### src/rtl/pimc_pkg.sv
// rtl/pimc_pkg.sv - shared types and register map for the pimc interrupt scheduler
//
// Purpose: scheduler state encoding, MMIO register offsets (relative to the
// block base) and field bit positions used by the RTL and the bench.
package pimc_pkg;

  typedef enum logic [0:0] {
    IDLE     = 1'b0,
    WAIT_ACK = 1'b1
  } sched_state_t;

  // Register offsets relative to CFG_MMIOBASE
  localparam int          LINECFG_STRIDE = 4;
  localparam logic [47:0] PENDING_OFF    = 48'h100;
  localparam logic [47:0] PENDCLR_OFF    = 48'h104;
  localparam logic [47:0] STATUS_OFF     = 48'h108;

  // LINECFG fields
  localparam int CFG_MASK_BIT = 0;
  localparam int CFG_TGT_LSB  = 8;
  localparam int CFG_TGT_MSB  = 15;

  // STATUS fields
  localparam int STS_TIMEOUT_BIT = 0;
  localparam int STS_BUSY_BIT    = 1;

endpackage

### src/rtl/pimc_sched_if.sv
// rtl/pimc_sched_if.sv - MMIO and delivery handshake bundle for pimc_sched
//
// Signals:
//   mmio_addr/mmio_wdata/mmio_we/mmio_re  register access from the host side
//   mmio_rdata                            read data, valid the cycle after mmio_re
//   notify/lineno/processor_id            delivery request toward processors
//   irqack                                processor acknowledge
// Modports: master drives the bus (host/processor side), slave is the scheduler.
interface pimc_sched_if;

  logic [47:0] mmio_addr;
  logic [31:0] mmio_wdata;
  logic        mmio_we;
  logic        mmio_re;
  logic [31:0] mmio_rdata;
  logic        notify;
  logic [7:0]  lineno;
  logic [7:0]  processor_id;
  logic        irqack;

  modport master (
    output mmio_addr, mmio_wdata, mmio_we, mmio_re, irqack,
    input  mmio_rdata, notify, lineno, processor_id
  );

  modport slave (
    input  mmio_addr, mmio_wdata, mmio_we, mmio_re, irqack,
    output mmio_rdata, notify, lineno, processor_id
  );

endinterface

### src/rtl/pimc_rr_arbiter.sv
// rtl/pimc_rr_arbiter.sv - combinational round-robin pick over an N-bit request vector
//
// Ports:
//   req_i    N-bit request vector
//   ptr_i    index where the search starts (highest priority)
//   grant_o  first requesting index at or above ptr_i, wrapping modulo N
//   valid_o  1 when any request is set
module pimc_rr_arbiter #(
  parameter int N  = 16,
  parameter int IW = $clog2(N)
) (
  input  logic [N-1:0]  req_i,
  input  logic [IW-1:0] ptr_i,
  output logic [IW-1:0] grant_o,
  output logic          valid_o
);

  int idx;

  // Walk offsets from farthest to nearest so the nearest request is the
  // last assignment and therefore the one that sticks.
  always_comb begin
    grant_o = '0;
    valid_o = 1'b0;
    idx     = 0;
    for (int k = N - 1; k >= 0; k--) begin
      idx = int'(ptr_i) + k;
      if (idx >= N) idx = idx - N;
      if (req_i[idx]) begin
        grant_o = IW'(idx);
        valid_o = 1'b1;
      end
    end
  end

endmodule

### src/rtl/pimc_sched.sv
// rtl/pimc_sched.sv - interrupt delivery scheduler: edge capture, mask/target config, RR notify/ack
//
// Ports:
//   clk     system clock
//   rst     asynchronous reset, active-high
//   irq_in  IRQ lines, rising-edge triggered, synchronous to clk
//   bus     pimc_sched_if.slave: MMIO register access and notify/ack handshake
module pimc_sched
  import pimc_pkg::*;
#(
  parameter int          IRQ_PIN_COUNT = 16,
  parameter int          ACK_TIMEOUT   = 1024,
  parameter logic [47:0] CFG_MMIOBASE  = 48'h2000
) (
  input  logic                     clk,
  input  logic                     rst,
  input  logic [IRQ_PIN_COUNT-1:0] irq_in,
  pimc_sched_if.slave              bus
);

  localparam int N  = IRQ_PIN_COUNT;
  localparam int IW = $clog2(N);
  localparam int CW = $clog2(ACK_TIMEOUT + 1);
  localparam int PW = (N < 32) ? N : 32;     // lines visible in PENDING/PENDCLR
  localparam logic [CW-1:0] CNT_LAST = CW'(ACK_TIMEOUT - 1);

  sched_state_t  state_q, state_d;
  logic [N-1:0]  irq_q;
  logic [N-1:0]  pending_q, pending_d;
  logic [N-1:0]  mask_q, mask_d;
  logic [7:0]    tgt_q [N];
  logic [7:0]    tgt_d [N];
  logic          sticky_q, sticky_d;
  logic [IW-1:0] rr_q, rr_d;
  logic [IW-1:0] line_q, line_d;
  logic [7:0]    pid_q, pid_d;
  logic [CW-1:0] cnt_q, cnt_d;
  logic [31:0]   rdata_q, rdata_d;

  logic [N-1:0]  eligible;
  logic [N-1:0]  pend_clr;
  logic [IW-1:0] grant;
  logic          grant_vld;

  // Address decode; anything below the base or off the map is unmapped.
  logic [47:0]   off;
  logic          in_blk, is_cfg, is_pend, is_pclr, is_sts;
  logic [IW-1:0] cfg_idx;

  assign off     = bus.mmio_addr - CFG_MMIOBASE;
  assign in_blk  = (bus.mmio_addr >= CFG_MMIOBASE);
  assign is_cfg  = in_blk && (off < 48'(LINECFG_STRIDE * N)) && (off[1:0] == 2'b00);
  assign is_pend = in_blk && (off == PENDING_OFF);
  assign is_pclr = in_blk && (off == PENDCLR_OFF);
  assign is_sts  = in_blk && (off == STATUS_OFF);
  assign cfg_idx = off[IW+1:2];

  assign eligible = pending_q & ~mask_q;

  pimc_rr_arbiter #(.N(N), .IW(IW)) u_arb (
    .req_i   (eligible),
    .ptr_i   (rr_q),
    .grant_o (grant),
    .valid_o (grant_vld)
  );

  function automatic logic [IW-1:0] wrap_inc(input logic [IW-1:0] v);
    if (int'(v) == N - 1) return '0;
    return v + 1'b1;
  endfunction

  always_comb begin
    state_d   = state_q;
    mask_d    = mask_q;
    for (int i = 0; i < N; i++) tgt_d[i] = tgt_q[i];
    sticky_d  = sticky_q;
    rr_d      = rr_q;
    line_d    = line_q;
    pid_d     = pid_q;
    cnt_d     = cnt_q;
    rdata_d   = rdata_q;
    pend_clr  = '0;
    pending_d = pending_q;

    if (bus.mmio_we) begin
      if (is_cfg) begin
        mask_d[cfg_idx] = bus.mmio_wdata[CFG_MASK_BIT];
        tgt_d[cfg_idx]  = bus.mmio_wdata[CFG_TGT_MSB:CFG_TGT_LSB];
      end
      if (is_pclr) begin
        for (int i = 0; i < PW; i++) pend_clr[i] = bus.mmio_wdata[i];
      end
      if (is_sts && bus.mmio_wdata[STS_TIMEOUT_BIT]) sticky_d = 1'b0;
    end

    case (state_q)
      IDLE: begin
        if (grant_vld) begin
          state_d = WAIT_ACK;
          line_d  = grant;
          pid_d   = tgt_q[grant];
          cnt_d   = '0;
        end
      end
      WAIT_ACK: begin
        if (bus.irqack) begin
          pend_clr[line_q] = 1'b1;
          state_d          = IDLE;
          rr_d             = wrap_inc(line_q);
        end else if (cnt_q == CNT_LAST) begin
          // Abandon: the line stays pending and is retried after the IDLE cycle.
          sticky_d = 1'b1;
          state_d  = IDLE;
          rr_d     = wrap_inc(line_q);
        end else if (cnt_q != {CW{1'b1}}) begin
          cnt_d = cnt_q + 1'b1;
        end
      end
      default: state_d = IDLE;
    endcase

    // New edges win over any clear in the same cycle.
    pending_d = (pending_q & ~pend_clr) | (irq_in & ~irq_q);

    if (bus.mmio_re) begin
      rdata_d = '0;
      if (is_cfg) begin
        rdata_d[CFG_MASK_BIT]            = mask_q[cfg_idx];
        rdata_d[CFG_TGT_MSB:CFG_TGT_LSB] = tgt_q[cfg_idx];
      end else if (is_pend) begin
        for (int i = 0; i < PW; i++) rdata_d[i] = pending_q[i];
      end else if (is_sts) begin
        rdata_d[STS_TIMEOUT_BIT] = sticky_q;
        rdata_d[STS_BUSY_BIT]    = (state_q == WAIT_ACK);
      end
    end
  end

  always_ff @(posedge clk or posedge rst) begin
    if (rst) begin
      state_q   <= IDLE;
      irq_q     <= '0;
      pending_q <= '0;
      mask_q    <= '1;
      for (int i = 0; i < N; i++) tgt_q[i] <= '0;
      sticky_q  <= 1'b0;
      rr_q      <= '0;
      line_q    <= '0;
      pid_q     <= '0;
      cnt_q     <= '0;
      rdata_q   <= '0;
    end else begin
      state_q   <= state_d;
      irq_q     <= irq_in;
      pending_q <= pending_d;
      mask_q    <= mask_d;
      for (int i = 0; i < N; i++) tgt_q[i] <= tgt_d[i];
      sticky_q  <= sticky_d;
      rr_q      <= rr_d;
      line_q    <= line_d;
      pid_q     <= pid_d;
      cnt_q     <= cnt_d;
      rdata_q   <= rdata_d;
    end
  end

  // notify comes straight off the state flop so reset drops it immediately.
  assign bus.notify       = (state_q == WAIT_ACK);
  assign bus.lineno       = 8'(line_q);
  assign bus.processor_id = pid_q;
  assign bus.mmio_rdata   = rdata_q;

endmodule

### src/flat_wrapper.sv
// flat-port wrapper written by rule: the top's interface ports become plain ports
module pimc_sched_flat import pimc_pkg::*;
#(
  parameter int          IRQ_PIN_COUNT = 16,
  parameter int          ACK_TIMEOUT   = 1024,
  parameter logic [47:0] CFG_MMIOBASE  = 48'h2000
)
  (clk, rst, irq_in, bus_mmio_addr, bus_mmio_wdata, bus_mmio_we, bus_mmio_re, bus_irqack, bus_mmio_rdata, bus_notify, bus_lineno, bus_processor_id);
  pimc_sched_if bus_i ();
  input  logic clk;
  input  logic rst;
  input  logic [IRQ_PIN_COUNT-1:0] irq_in;
  input wire logic [$bits(bus_i.mmio_addr)-1:0] bus_mmio_addr;
  input wire logic [$bits(bus_i.mmio_wdata)-1:0] bus_mmio_wdata;
  input wire logic [$bits(bus_i.mmio_we)-1:0] bus_mmio_we;
  input wire logic [$bits(bus_i.mmio_re)-1:0] bus_mmio_re;
  input wire logic [$bits(bus_i.irqack)-1:0] bus_irqack;
  output wire logic [$bits(bus_i.mmio_rdata)-1:0] bus_mmio_rdata;
  output wire logic [$bits(bus_i.notify)-1:0] bus_notify;
  output wire logic [$bits(bus_i.lineno)-1:0] bus_lineno;
  output wire logic [$bits(bus_i.processor_id)-1:0] bus_processor_id;
  assign bus_i.mmio_addr = bus_mmio_addr;
  assign bus_i.mmio_wdata = bus_mmio_wdata;
  assign bus_i.mmio_we = bus_mmio_we;
  assign bus_i.mmio_re = bus_mmio_re;
  assign bus_i.irqack = bus_irqack;
  assign bus_mmio_rdata = bus_i.mmio_rdata;
  assign bus_notify = bus_i.notify;
  assign bus_lineno = bus_i.lineno;
  assign bus_processor_id = bus_i.processor_id;
  pimc_sched #(.IRQ_PIN_COUNT(IRQ_PIN_COUNT), .ACK_TIMEOUT(ACK_TIMEOUT), .CFG_MMIOBASE(CFG_MMIOBASE)) u_core (.clk(clk), .rst(rst), .irq_in(irq_in), .bus(bus_i));
endmodule
### config.mk
export PLATFORM = sky130hd
export DESIGN_NAME = pimc_sched_flat
export DESIGN_NICKNAME = d
export VERILOG_FILES = /design/src/rtl/pimc_pkg.sv /design/src/rtl/pimc_sched_if.sv /design/src/rtl/pimc_rr_arbiter.sv /design/src/rtl/pimc_sched.sv /design/src/flat_wrapper.sv
export SDC_FILE = /design/constraint.sdc
export NUM_CORES = 1
export LEC_CHECK = 0
export BUFFER_PORTS_ARGS = -buffer_cell sky130_fd_sc_hd__buf_2
export CORE_MARGIN = 2
export CORE_UTILIZATION = 60
export DETAILED_ROUTE_END_ITERATION = 10
export PLACE_DENSITY = 0.81
export SLEW_MARGIN = 20
export SYNTH_ARGS = -nofsm -noshare
export SYNTH_HDL_FRONTEND = slang
export SYNTH_SLANG_ARGS = --single-unit
### constraint.sdc
create_clock -name clk -period 7.4 [get_ports clk]
set_input_delay 0.37 -clock clk [delete_from_list [all_inputs] [get_ports clk]]
set_output_delay 0.37 -clock clk [all_outputs]
set_load 0.005 [all_outputs]
==> reports/summary.md, run 1 <==
The run finished with clean final reports. The logs give 60020 um for the first-pass GRT wire length and 0.54 ns for the source-to-sink clock delay at the later pin of the worst-skew pair. The logs give 0.9833 for the routability congestion estimate and 0.4140 mV for the worst supply voltage drop on vdd. Using the TritonRoute via totals, the vias-per-cell ratio works out to 6.488. The worst register-to-register path ends at u_core.bus.processor_id[2]. Setup repair after global routing left no endpoint under its margin. The number of diodes added for antenna fixing was 0. The ratio of total power to cell area works out to 357.5 nW/um2. The setup check on the worst reg-to-reg path leaves a slack of 1.89 ns. The cell leakage power is 7.231 nW, and the via count of the first global-routing pass is 10880. The run gives 221 as the number of clock sinks. The height of the die was 157.7 um. The core region area is 23330 um2, and the initial antenna violation count is 0.

Yosys printed 0 warnings. For the DRC violations left, the log shows 0. Path category of the worst min-delay check: primary input to async pin.

The max-slew violation count is 0. The type of the setup path with the least slack is flip-flop to flip-flop. Number of resized instances in the post-cts repair step: 0. In this run the horizontal extent of the chip is 157.7 um. Overall routed net length: 38770 um. The total overflow left after global routing is 0.

The routed layout has 10912 vias. The tools report the count of final hold-check violations as 0. The logs give 1 for the deepest level of the CTS H-tree and 1723 for the total of fill cells in the finished design. The top cell type by area accounts for 36.17% of the synthesized area. The post-route clock skew was 0.02335 ns. The remaining antenna violation count after routing was 0; the area growth from synthesis to layout was 11.93%. Synthesis handed over a netlist of 1247 instances. The I/O pin count is 150, and the clock transition at the registers of the reported paths is 0.06 ns. In the final routed layout, each cell accounts on average for 23.05 um. The initial utilization of the core area, before any placement, comes to 60.78%. Ranked by total cell area, the synthesized netlist is headed by dfrtp_1 36%, mux2_2 14%, mux4_2 11%.

The worst reg2reg path depth works out to 14. The cell accounting for the most synthesized area is dfrtp_1. For this run, the post-layout net count is 1459. In the final timing run, aggregate negative setup slack is 0 ns.

The proportion of layout cells with a drive suffix above 1 works out to 33.02%. The floorplan step defined a die boundary enclosing 24880 um2. The nature of the critical path endpoint was a flip-flop. For the cell area after synthesis, the log shows 14180 um2. For the cell row count, the log shows 56. The number of flip-flops and latches in the synthesized netlist is 221, and the fraction of the cycle the final worst path needs is 74.49%. The number of maximum-capacitance constraint violations came out at 0. The slew at the pin with the worst max-slew slack is 1.179 ns, and the number of iterations in the first detailed-routing pass is 5.

Number of DRC violations after detailed-routing iteration 0: 1149. TritonCTS built the clock tree. Each instance of the synthesized netlist takes up on average 11.37 um2. The number of different library cells used by synthesis comes to 80. The minimum clock period came out at 5.512 ns.

After clock tree synthesis, the setup repair step added 0 buffers. Sequential cells were found to cover 39.14% of the synthesized design area. For the worst setup path, the data required time is 7.86 ns. The flip-flop cell with the highest count after synthesis was dfrtp_1. The global routing usage summed across all routing layers came out at 31.60%. Entering global routing, the biggest net connects 144 pins. The worst register-to-register path begins at u_core.rr_q[2].

STA puts the critical path data arrival time at 5.97 ns. The number of buffers inserted by port buffering was 113; the area taken by flip-flops and latches was 5552 um2. Total power for the finished layout comes to 5.674 mW. Derived from the worst setup path, the maximum achievable clock frequency is 181.4 MHz. Yosys mapped a number of flops with a built-in enable equal to 0.

Setup violations remaining at the end of the flow were counted as 0. Along the worst path, the maximum fanout reaches 33. The post-synthesis async set-or-reset flop share works out to 100.0%.

In this run the tightest slew margin relative to its limit is 21.04%. The number of clock buffers added by TritonCTS is 24. The cell at the root of the clock tree was clkbuf_16. Summing all multi-input logic gate instances after layout gives 8058 um2.

The worst setup path is launched from a flip-flop. The clock passes through at most 3 buffers. The tools report the total half-perimeter wirelength after legalization and detailed placement as 25620 um.
-- area by class of cell --
type,instances,share of cell area [%]
multi-input cells,909,50.76
well taps,319,2.515
inverters,48,1.182
repair buffers,141,5.187
flip-flops and latches,221,34.98
clock buffers,33,4.375
clock inverters,11,1.001
-- power breakdown --
group | internal (mW) | switching [mW] | total (mW)
Sequential | 1.29 | 0.120 | 1.41
Clock | 0.766 | 0.501 | 1.27
Combinational | 1.17 | 1.83 | 3.00
Total | 3.22 | 2.45 | 5.67
-- layer usage --
layer | GRT usage [%] | wire (um) | up-vias
met2 | 51.93 | 18590 | 562
met5 | 0 | 0 | -
met4 | 15.54 | 1998 | 0
met1 | 40.91 | 14910 | 5399
li1 | - | - | 4807
met3 | 5.256 | 3275 | 144
-- synthesized netlist by cell type, drive strengths merged, types with 4 or more instances --
| cell type | number |
|---|---|
| clkbuf | 30 |
| nor2b | 25 |
| a31oi | 12 |
| nor4 | 10 |
| mux2i | 116 |
| a22oi | 18 |
| nor4bb | 12 |
| dfrtp | 205 |
| nand2b | 20 |
| o22ai | 10 |
| a22o | 4 |
| and4b | 6 |
| nor3b | 4 |
| o211ai | 5 |
| nor2 | 61 |
| a21oi | 26 |
| o41ai | 4 |
| nand4 | 8 |
| nor3 | 21 |
| a21o | 4 |
| o21ai | 55 |
| dfstp | 16 |
| ha | 13 |
| xor2 | 15 |
| nand3 | 33 |
| or4 | 7 |
| buf | 58 |
| nor4b | 8 |
| mux2 | 173 |
| nand2 | 91 |
| inv | 48 |
| xnor2 | 13 |
| mux4 | 71 |
-- how the worst max path moves through the flow --
stage              startpoint                    endpoint  slack [ns]  cells past startpoint
6_report       u_core.rr_q[2]  u_core.bus.processor_id[2]        1.89                     14
5_1_grt        u_core.rr_q[2]  u_core.bus.processor_id[1]        1.66                     15
4_1_cts        u_core.rr_q[2]  u_core.bus.processor_id[2]        2.02                     14
3_5_place_dp   u_core.rr_q[2]  u_core.bus.processor_id[1]        2.04                     14
3_3_place_gp   u_core.rr_q[2]  u_core.bus.processor_id[6]        2.20                     14
2_1_floorplan             rst    u_core.bus.mmio_rdata[0]        1.01                      1
-- state kept, by name (all words and copies together), names as in the netlist, 4 cells and up --
signal,flops
u_core.pending_q,16
u_core.mask_q,16
u_core.line_q,4
u_core.rr_q,4
u_core.bus.mmio_rdata,16
u_core.bus.processor_id,8
u_core.irq_q,16
u_core.tgt_q,128
u_core.cnt_q,11
-- stage by stage --
| step | worst slack (ns) | instance area (um2) | instances | utilization [%] | hold slack [ns] |
|---|---|---|---|---|---|
| global placement | 2.205 | 14870 | 1624 | 63.74 | 0.4066 |
| finish | 1.888 | 15870 | 1682 | 68.03 | 0.007214 |
| floorplan | 1.007 | 14250 | 1266 | - | 0.3996 |
| global route | 1.656 | 15870 | 1682 | 68.03 | 0.02130 |
| CTS | 2.018 | 15870 | 1682 | 68.03 | 0.02000 |
| detailed placement | 2.040 | 14880 | 1624 | 63.77 | 0.4101 |
-- placed cells by master (no fill, tap or decap), drive strengths merged, types with 14 or more instances in the layout --
| cell | netlist | final |
|---|---|---|
| a21oi | 26 | 26 |
| a22oi | 18 | 18 |
| buf | 58 | 127 |
| clkbuf | 30 | 33 |
| conb | 1 | 20 |
| dfrtp | 205 | 205 |
| dfstp | 16 | 16 |
| dlygate4sd3 | 0 | 14 |
| inv | 48 | 49 |
| mux2 | 173 | 173 |
| mux2i | 116 | 116 |
| mux4 | 71 | 71 |
| nand2 | 91 | 91 |
| nand2b | 20 | 20 |
| nand3 | 33 | 33 |
| nor2 | 61 | 61 |
| nor2b | 25 | 25 |
| nor3 | 21 | 21 |
| o21ai | 55 | 55 |
| xor2 | 15 | 15 |
-- logic make-up after synthesis --
group                      count (synthesis)  share of synthesized area (%)
buffers and inverters                    136                          4.817
AOI/OAI and AO/OA                        170                          7.800
and+or+nand+nor                          318                          12.05
DFF                                      221                          39.14
xor gates and xnor gates                  28                          1.729
muxes                                    360                          33.29
other                                      1                        0.02644
adders and majority gates                 13                          1.147
-- critical path, stage by stage, from the launching register on --
cell and delay [ns]:
dfrtp_1 0.33, buf_4 0.39, inv_2 0.25, ha_1 0.66, and4b_1 0.36, or4_1 0.62, mux2_2 0.30, a21oi_1 0.42
o2111a_1 0.29, o211ai_1 0.09, o211ai_1 0.59, nor2b_1 0.54, buf_4 0.28, a22oi_1 0.11, a31oi_1 0.18
-- what timing repair did --
| action | in CTS | in global routing |
|---|---|---|
| hold buffers | 14 | 0 |
| hold endpoints to repair | 14 | 0 |
| endpoints found under the setup margin | 0 | 0 |
No activity file was read; power rests on OpenSTA's default activity.
==> run 2, diff against run 1 <==
Settings changed: ABC_AREA set to 1, CORE_UTILIZATION 60 to 54, PLACE_DENSITY 0.81 to 0.77.
Clock period 7.4 ns to 4.41 ns, I/O delays scaled along.
==> run 2 against run 1 <==
  * Non-clock buffer count rose by 30
  * Core utilization fell by 6.0 points
  * Synthesized cell count rose by 60%
  * Via count rose by 33%
  * Die area rose by 11%
  * Sequential cell count did not move
  * Worst hold slack improved by 0.021 ns
  * Sequential share of layout area fell by 0.51 points
  * Final area rose by 1.5%
  * Critical path type unchanged
  * Largest cell class unchanged
==> reports/summary.md, run 2 <==
The logs give 0.6225 mV (was 0.4140 mV) for the worst supply voltage drop on vdd and 2345 (was 1723) for the total of fill cells in the finished design. The tools report the core region area as 25980 um2 (was 23330 um2). The count of mapped cells out of synthesis came out at 1990 (was 1247). The sequential fraction of the synthesis area is 38.95% (was 39.14%). The count of flip-flops with a built-in enable after synthesis is 0 (unchanged), and the overall routed net length is 45560 um (was 38770 um). The run gives 113 (was 144) as the maximum number of pins on one net before global-route repair.

The cell area after synthesis was 14250 um2 (was 14180 um2); the length of routed met3 wiring was 4253 um (was 3275 um). The clock transition at the registers of the reported paths is 0.06 ns (about the same), and the total half-perimeter wirelength after legalization and detailed placement is 31360 um (was 25620 um). Most frequently used cell type in the post-synthesis netlist: nand2_1 (was dfrtp_1). The number of clock sinks is 221 (unchanged), and the starting utilization of the core area is 54.84% (was 60.78%). The number of iterations in the first detailed-routing pass came out at 9 (was 5). The slowest stage cell on the critical path was dfrtp_1 (was ha_1).

The capturing element of the worst setup path is u_core.bus.processor_id[3] (was u_core.bus.processor_id[2]). The post-detailed-route wirelength per cell was 18.59 um (was 23.05 um). TritonCTS built the clock tree.

The cell that appears most often on the critical path is nand2_1. The run gives 0.01607 ns (was 0.02335 ns) as the post-route clock skew. The tools report the required time of the worst setup path as 4.84 ns (was 7.86 ns).

Cell types with the largest area share after synthesis: dfrtp_1 36%, nand2_1 14%, nand3_1 9.4% (was dfrtp_1 36%, mux2_2 14%, mux4_2 11%). The max-slew violation count was 0 (unchanged); the maximum fanout along the worst path was 19 (was 33). Setup repair after global routing left no endpoint under its margin. The buffer depth of the longest clock path is 3 (unchanged).

The number of flip-flops and latches in the synthesized netlist came out at 221 (unchanged). The critical path startpoint category is a flip-flop (unchanged). The run gives 1 (unchanged) as the deepest level of the CTS H-tree.

The register name with the most flops is u_core.tgt_q (unchanged). The flip-flop count of the largest register after layout came out at 128 (unchanged). The worst reg2reg path endpoint is u_core.bus.processor_id[3] (was u_core.bus.processor_id[2]). The minimum clock period came out at 3.754 ns (was 5.512 ns).

Cell types with the highest counts after synthesis: 550 x nand2_1, 267 x nand3_1, 226 x inv_1, 205 x dfrtp_1, 142 x o21ai_0 (was 205 x dfrtp_1, 171 x mux2_2, 115 x mux2i_1, 91 x nand2_1, 71 x mux4_2). The die area was 27710 um2 (was 24880 um2). The most common cell after layout, fill and taps aside is nand2_1 (was dfrtp_1). For the number of DRC violations after detailed-routing iteration 0, the log shows 1739 (was 1149). The register-to-register setup slack was 0.66 ns (was 1.89 ns). The startpoint of the most critical register-to-register path was u_core.rr_q[0] (was u_core.rr_q[2]). For the first-pass GRT wire length, the log shows 72750 um (was 60020 um).

The tools report the critical path startpoint as u_core.rr_q[0] (was u_core.rr_q[2]). For the yosys synthesis warning count, the log shows 0 (unchanged). The height of the die is 166.5 um (was 157.7 um). Highest metal layer with signal wires: met4 (unchanged).

The nature of the critical path endpoint is a flip-flop (unchanged). The post-place instance area was 15130 um2 (was 14880 um2); the sum of overflow across all layers after global routing was 0 (unchanged). The worst reg2reg path depth is 28 (was 14), and the achievable frequency is 266.4 MHz (was 181.4 MHz). The DRC violations left was 0 (unchanged). For the arrival time of the worst setup path, the log shows 4.18 ns (was 5.97 ns).

The tools report the cell at the root of the clock tree as clkbuf_16 (unchanged). The number of maximum-capacitance constraint violations was 0 (unchanged). Highest-count cells in the layout ignoring fill and taps: 547 x nand2_1, 267 x nand3_1, 225 x inv_1, 205 x dfrtp_1, 142 x o21ai_0 (was 204 x dfrtp_1, 171 x mux2_2, 115 x mux2i_1, 113 x buf_2, 91 x nand2_1). The setup total negative slack was 0 ns (unchanged). The number of diodes added for antenna fixing was 0 (unchanged); the post-synthesis async set-or-reset flop share was 100.0% (unchanged).

The flip-flop cell with the highest count after synthesis is dfrtp_1 (unchanged). The area growth from synthesis to layout is 13.01% (was 11.93%), and the global routing usage summed across all routing layers is 32.47% (was 31.60%). The post-layout instance area came out at 16110 um2 (was 15870 um2). The tools report the cell leakage power as 7.684 nW (was 7.231 nW). The tools report the routability congestion estimate as 0.9182 (was 0.9833). The proportion of layout cells with a drive suffix above 1 was 12.62% (was 33.02%); the source-to-sink clock delay at the later pin of the worst-skew pair was 0.55 ns (was 0.54 ns). Ratio of total power to cell area: 721.2 nW/um2 (was 357.5 nW/um2).

The average instance area after synthesis is 7.161 um2 (was 11.37 um2), and the detailed-routing wirelength on met1 is 18270 um (was 14910 um). Fraction of the cycle the final worst path needs: 85.13% (was 74.49%). Type of the setup path with the least slack: flip-flop to flip-flop (unchanged). Number of buffers inserted by port buffering: 113 (unchanged).

The overall via count from detail_route was 14524 (was 10912); the count of final hold-check violations was 0 (unchanged). The remaining antenna violation count after routing came out at 0 (unchanged). The wire length on met2 came out at 21010 um (was 18590 um).

The logs give 54 (was 80) for the count of different cell masters after synthesis and 26 (was 24) for the number of buffers created by CTS. Delay contributed by the slowest stage of the critical path: 0.37 ns (was 0.66 ns). For the final setup violation count, the log shows 0 (unchanged). The cell row count is 59 (was 56). The slew at the pin with the worst max-slew slack is 0.8933 ns (was 1.179 ns), and the I/O pin count is 150 (unchanged). The vias per cell works out to 5.926 (was 6.488). The worst max-slew margin expressed relative to the limit was 40.36% (was 21.04%). The run gives 0 (unchanged) as the initial antenna violation count. The flow ran to the end, and the final reports show no timing, DRC or antenna violations. The fraction of post-synthesis cell area in the top cell type by area works out to 36.00% (was 36.17%). The layout net count is 2213 (was 1459). The path category of the worst min-delay check is primary input to flip-flop (was primary input to async pin). The tools report the number of resized instances in the post-cts repair step as 0 (unchanged). The cell accounting for the most synthesized area was dfrtp_1 (unchanged). The overall die width is 166.5 um (was 157.7 um), and the via count of the first global-routing pass is 13662 (was 10880).
-- run 2: cell count changes after synthesis, sizes merged, moves of 42 or more --
cell   previous run  this run
inv              48       230
nor2             61       103
nand2            91       552
mux2            173         0
o21ai            55       214
mux4             71         0
mux2i           116         0
nand3            33       281
-- run 2: timing repair --
| item | CTS | global route |
|---|---|---|
| hold buffers | 18 | 0 |
| buffers inserted | 0 | 0 |
| endpoints found under the hold margin | 127 | 0 |
-- run 2: kinds of logic after synthesis --
kind of cell / share of synthesized area (%)
and+or+nand+nor: 32.05
AOI/OAI and AO/OA: 15.42
buffers and inverters: 10.39
DFF: 38.95
xor gates and xnor gates: 2.028
adders and majority gates: 1.141
other: 0.02631
-- run 2: final cells by class --
cell class / count / area (um2) / area share, %
Clock buffer: 35 / 714.4 / 4.436
Clock inverter: 10 / 78.83 / 0.4894
Inverter: 235 / 885.9 / 5.500
Multi-Input combinational cell: 1444 / 7311 / 45.39
Sequential cell: 221 / 5550 / 34.46
Tap cell: 335 / 419.2 / 2.603
Timing Repair Buffer: 171 / 1146 / 7.116
-- run 2: worst min-delay path by stage --
| stage | cells after the start | slack (ns) | end | from |
|---|---|---|---|---|
| final | 4 | 0.03 | u_core.pending_q[2] | bus_mmio_wdata[2] |
| after global routing | 4 | 0.05 | u_core.pending_q[4] | bus_mmio_wdata[4] |
| after floorplan | 0 | 0.25 | u_core.irq_q[0] | irq_in[0] |
| after CTS | 4 | 0.02 | u_core.pending_q[7] | bus_mmio_wdata[7] |
| after global placement | 1 | 0.34 | u_core.irq_q[9] | irq_in[9] |
| after detailed placement | 1 | 0.35 | u_core.irq_q[3] | irq_in[3] |
-- run 2: routing by layer --
layer  vias up  track usage [%]
li1       6804                -
met1      6827            42.89
met2       762            52.64
met3       131            5.917
met4         0            14.09
met5         -                0
-- run 2: per-stage QoR --
step	instances	power (mW)	hold slack, ns	setup slack (ns)	util, %
after floorplan	2009	7.180	0.2519	0.6296	-
after global placement	2388	9.332	0.3436	0.6476	58.23
after detailed placement	2388	9.406	0.3459	0.5070	58.23
after CTS	2451	11.46	0.01525	0.7086	61.98
after global routing	2451	12.51	0.04932	0.2655	61.98
final	2451	11.61	0.02804	0.6558	61.98
-- run 2: critical path: cells and delay by family, from the launching register on --
kind / cells / cell delay [ns]
AO/OA/AOI/OAI: 2 / 0.45
adder cells (fa/ha/maj): 1 / 0.30
buffers and inverters: 4 / 0.63
flip-flops: 1 / 0.37
AND/OR/NAND/NOR: 21 / 1.88
-- run 2: report_power, final --
group | leakage, nW | total (mW) | internal, mW | switching, mW
Sequential | 2.87 | 2.31 | 2.16 | 0.151
Clock | 0.396 | 2.02 | 1.14 | 0.878
Combinational | 4.41 | 7.29 | 2.27 | 5.01
